**config.mk**
```make
export PLATFORM = sky130hd
export DESIGN_NAME = alu_operand_loader
export DESIGN_NICKNAME = d
export VERILOG_FILES = /design/src/rtl/alu_operand_loader.sv
export SDC_FILE = /design/constraint.sdc
export NUM_CORES = 1
export LEC_CHECK = 0
export BUFFER_PORTS_ARGS = -buffer_cell sky130_fd_sc_hd__buf_2
export CORE_MARGIN = 2
export CORE_UTILIZATION = 59
export CTS_BUF_LIST = sky130_fd_sc_hd__clkbuf_8 sky130_fd_sc_hd__clkbuf_16
export DETAILED_ROUTE_END_ITERATION = 7
export HOLD_SLACK_MARGIN = 0.05
export PLACE_DENSITY = 0.83
export SKIP_CTS_REPAIR_TIMING = 1
export SYNTH_ARGS = -nofsm -noshare
export SYNTH_HDL_FRONTEND = slang
export SYNTH_SLANG_ARGS = --single-unit
export TNS_END_PERCENT = 100
```
**constraint.sdc**
```tcl
create_clock -name clk -period 3.1 [get_ports clk]
set_input_delay 0 -clock clk [delete_from_list [all_inputs] [get_ports clk]]
set_output_delay 0 -clock clk [all_outputs]
set_load 0.05 [all_outputs]
```
**src/rtl/alu_operand_loader.sv**
```systemverilog
// alu_operand_loader: captures operand A, operand B and the opcode from the shared
// switches, one debounced button press at a time, and holds them as a validated set.
module alu_operand_loader #(
   parameter int W         = 4,
   parameter int DB_CYCLES = 250000
) (
   input  logic         clk,
   input  logic         rst_n,
   input  logic [W-1:0] data_sw,
   input  logic [3:0]   op_sw,
   input  logic         btn_load,
   input  logic         btn_clear,
   output logic [W-1:0] A,
   output logic [W-1:0] B,
   output logic [3:0]   op,
   output logic         valid,
   output logic         loaded,
   output logic [1:0]   state_o
);

   localparam int CW = $clog2(DB_CYCLES + 1);

   typedef enum logic [1:0] {
      LOAD_A  = 2'b00,
      LOAD_B  = 2'b01,
      LOAD_OP = 2'b10,
      READY   = 2'b11
   } state_t;

   state_t        state, state_nxt;
   logic          load_s1, load_s2, clr_s1, clr_s2;
   logic          db, press, flip;
   logic [CW-1:0] cnt;
   logic [W-1:0]  a_nxt, b_nxt;
   logic [3:0]    op_nxt;
   logic          valid_nxt, loaded_nxt;

   always_ff @(posedge clk or negedge rst_n) begin
      if (!rst_n) begin
         load_s1 <= 1'b0;
         load_s2 <= 1'b0;
         clr_s1  <= 1'b0;
         clr_s2  <= 1'b0;
      end else begin
         load_s1 <= btn_load;
         load_s2 <= load_s1;
         clr_s1  <= btn_clear;
         clr_s2  <= clr_s1;
      end
   end

   // The edge that completes DB_CYCLES consecutive mismatches is the one that flips db.
   assign flip = (load_s2 != db) && (cnt == CW'(DB_CYCLES - 1));

   always_ff @(posedge clk or negedge rst_n) begin
      if (!rst_n) begin
         db    <= 1'b0;
         cnt   <= '0;
         press <= 1'b0;
      end else begin
         press <= flip & ~db;
         if (flip) begin
            db  <= ~db;
            cnt <= '0;
         end else if (load_s2 != db) begin
            cnt <= cnt + CW'(1);
         end else begin
            cnt <= '0;
         end
      end
   end

   always_ff @(posedge clk or negedge rst_n) begin
      if (!rst_n) begin
         state  <= LOAD_A;
         A      <= '0;
         B      <= '0;
         op     <= '0;
         valid  <= 1'b0;
         loaded <= 1'b0;
      end else begin
         state  <= state_nxt;
         A      <= a_nxt;
         B      <= b_nxt;
         op     <= op_nxt;
         valid  <= valid_nxt;
         loaded <= loaded_nxt;
      end
   end

   // Clear outranks a press arriving in the same cycle, so that press is simply lost.
   always_comb begin
      state_nxt  = state;
      a_nxt      = A;
      b_nxt      = B;
      op_nxt     = op;
      valid_nxt  = valid;
      loaded_nxt = 1'b0;
      if (clr_s2) begin
         state_nxt = LOAD_A;
         a_nxt     = '0;
         b_nxt     = '0;
         op_nxt    = '0;
         valid_nxt = 1'b0;
      end else if (press) begin
         case (state)
            LOAD_A: begin
               a_nxt     = data_sw;
               state_nxt = LOAD_B;
            end
            LOAD_B: begin
               b_nxt     = data_sw;
               state_nxt = LOAD_OP;
            end
            LOAD_OP: begin
               op_nxt     = op_sw;
               state_nxt  = READY;
               valid_nxt  = 1'b1;
               loaded_nxt = 1'b1;
            end
            READY: begin
               a_nxt     = data_sw;
               valid_nxt = 1'b0;
               state_nxt = LOAD_B;
            end
            default: state_nxt = LOAD_A;
         endcase
      end
   end

   assign state_o = state;

endmodule

```
==> impl_metrics.toml <==
[run_status]
status = "finished, violations left"
violations = "design-rule violations"

[global_route]
use_met2_pct = 30.48
gr-max-usage-layer = "met2"
grt_use_total_pct = 20.68
met3_usage_pct = 7.692
antenna_found_initial = 0
overflow = 0
met1_usage_pct = 28.72
grt_pass1_wl_um = 5319
grt_max_degree = 41
grt_pass1_vias = 1199

[cells_and_area]
final_area_mm2 = 0.002130
layout-drive-gt1-share_pct = 19.05
final_cell_mix = "dfrtp_1, buf_2, nor2_1"
antennaDiodeCount = 0
final_nets = 225
syn_to_final_growth_pct = 19.94
mostFrequentLayoutCell = "dfrtp_1"

[cts]
cts_max_level = 2
cts_tree = "yes"
cts_buffers = 5
cts.sinks = 40
cts_root_buf = "clkbuf_8"
clk_pin_slew_ps = 80
clkLatencyLatePin_ps = 290
ctsLongestPathBuffers = 2

[sta]
slew_violations = 0
slew_headroom_pct = 38.78
tightest_slew_ps = 915.1
fmax_mhz = 462.6
finalSetupTns_ps = 0
hold_viol_final = 0
setup-violations-final = 0
fin_crit_ps = 2162
finClkSkew_ps = 7.451
rsz0062_at_grt = "no"
finalCritPeriodShare_pct = 69.74

[power]
leakage_nw = 0.9634
sequentialPowerShare_pct = 58.0
p_comb_share_pct = 4.2
swShare_pct = 21.64
vdd.ir_drop.worst_mv = 0.4008
pwr-share-clk_pct = 37.8
p_per_area_mw_per_mm2 = 433.4
power.switching_w = 0.0001997
p_int_w = 0.0007232

[critical_path]
path_depth = 4
path_class = "flip-flop to flip-flop"
cp.required_ps = 3230
path_cells = "nor4b_2 > nand4_1 > o41ai_4 > nor2_1"
cpPeakStageDelay_ps = 910
crit_slowest_cell = "o41ai_4"
crit_path_end_kind = "flip-flop"
arrival_ps = 2300
path_delay_family = "compound AO/OA/AOI/OAI gates"
path_buf_inv = 0
crit_fanout = 17
r2r_slack_ps = 940
reg2reg_depth = 4
timing.rr.start = "cnt[9]$_DFF_PN0_"
critical_path.startpoint_type = "flip-flop"
setup.worst_path.start = "cnt[9]$_DFF_PN0_"
reg2reg_to = "cnt[14]$_DFF_PN0_"
critPathCapture = "cnt[14]$_DFF_PN0_"

[route]
drtIter0Drc = 50
vias = 1352
drt-pass1-iter-count = 6
wl_per_cell_um = 13.95
drt-total-wl_um = 3363
ant_nets = 0
drc = 1
via_per_inst = 5.610

[floorplanning]
start_util_pct = 63.29
die_h_um = 58.86
row_count = 19
ioPinCount = 28
die_w_um = 58.86
die_area_mm2 = 0.003464
core_area_mm2 = 0.002805

[worst_hold_path]
hold_class = "primary input to asynchronous set/reset pin"

[placed_design]
io_buffers = 27
placed_cell_area_mm2 = 0.001927
globalplace.congestion = 0.7624
place_hpwl_um = 2188

[yosys]
yosys_warnings = 0
syn_inst = 169
mappedNetlistArea_mm2 = 0.001775
syn_avg_cell_area_um2 = 10.51
syn-num-nets = 185
synth_seq_cells = 40
seq_area_frac_synth_pct = 56.38
ys_types = 27

[job]
drv_cap = 0
## metrics by stage
stage / util (%) / total power [W] / hold WS [ps] / worst slack, ps / cells
5_1_grt: 75.91 / 0.0009578 / 347.1 / 773.6 / 241
3_5_place_dp: 68.69 / 0.0005733 / 111.1 / 942.9 / 222
2_1_floorplan: - / 0.0005535 / -295.6 / 1246 / 169
3_3_place_gp: 68.69 / 0.0005714 / 108.6 / 1046 / 222
4_1_cts: 71.99 / 0.0009186 / -193.1 / 939.7 / 230
6_report: 75.91 / 0.0009229 / 346.8 / 938.2 / 241
## cell families after synthesis
kind of cell,share of synthesized area (%)
AO/OA/AOI/OAI,6.484
XOR/XNOR,7.893
adder cells (fa/ha/maj),2.819
buffers and inverters,2.114
flip-flops,56.38
multiplexers,1.480
AND/OR/NAND/NOR,22.83
## power by group through the flow
stage / clock network, W / logic [W] / registers [W]
detailed placement: 0 / 0.0000282 / 0.000545
finish: 0.000349 / 0.0000388 / 0.000535
CTS: 0.000356 / 0.0000282 / 0.000535
floorplan: 0 / 0.0000123 / 0.000541
global placement: 0 / 0.0000270 / 0.000544
global route: 0.000378 / 0.0000436 / 0.000536
## flip-flops by register name, summed over array words and instances (netlist names)
| register | flops |
|---|---|
| A | 4 |
| loaded | 1 |
| press | 1 |
| clr_s1 | 1 |
| op | 4 |
| db | 1 |
| clr_s2 | 1 |
| B | 4 |
| load_s2 | 1 |
| valid | 1 |
| state_o | 2 |
| load_s1 | 1 |
| cnt | 18 |
## worst reg2reg max path: cells and delay by family, from the launching register on
family	cells	cell delay [ps]
and+or+nand+nor	3	650
AOI/OAI and AO/OA	1	910
DFF	1	440
## area by class of cell
type	count	area (um2)
tap	31	38.79
inverter	4	15.01
fill	190	675.6
clock inverter	2	10.01
multi-input combinational	120	737.0
clock buffer	6	82.58
timing repair buffer	38	245.2
sequential	40	1001
## synthesized netlist by cell type
| library cell | n | area, um2 |
|---|---|---|
| nor3b_1 | 1 | 7.510 |
| buf_4 | 1 | 7.510 |
| nor2_1 | 22 | 82.58 |
| nor4b_2 | 1 | 15.01 |
| inv_1 | 4 | 15.01 |
| and3_1 | 1 | 6.260 |
| clkbuf_1 | 4 | 15.01 |
| nand2_1 | 19 | 71.32 |
| or4_4 | 1 | 11.26 |
| xor2_1 | 5 | 43.79 |
| or3_1 | 2 | 12.51 |
| a211oi_1 | 1 | 7.510 |
| or4_1 | 1 | 7.510 |
| nor4_1 | 4 | 25.02 |
| o21ai_0 | 2 | 10.01 |
| dfrtp_1 | 40 | 1001 |
| o41ai_4 | 1 | 27.53 |
| mux2_1 | 1 | 11.26 |
| xnor2_1 | 11 | 96.34 |
| mux2_4 | 1 | 15.01 |
| a21oi_1 | 14 | 70.07 |
| nand4_4 | 1 | 21.27 |
| and4_1 | 1 | 8.760 |
| nand3_1 | 17 | 85.08 |
| nor3_1 | 4 | 20.02 |
| nand4_1 | 5 | 31.28 |
| ha_1 | 4 | 50.05 |
## per-layer routing
metal	share of wire [%]	vias up
li1	-	664
met1	46	643
met2	47	37
met3	5.1	8
met4	1.7	0
met5	0	-
## worst min-delay path by stage
| stage | depth (start not counted) | start | slack, ps | endpoint |
|---|---|---|---|---|
| finish | 2 | rst_n | 350 | op[3]$_DFFE_PN0P_ |
| global route | 2 | btn_clear | 350 | clr_s1$_DFF_PN0_ |
| CTS | 1 | btn_clear | -190 | clr_s1$_DFF_PN0_ |
| detailed placement | 1 | btn_clear | 110 | clr_s1$_DFF_PN0_ |
| global placement | 1 | btn_clear | 110 | clr_s1$_DFF_PN0_ |
| floorplan | 0 | rst_n | -300 | A[0]$_DFFE_PN0P_ |
Note: power is estimated with default switching activity, not from simulation.
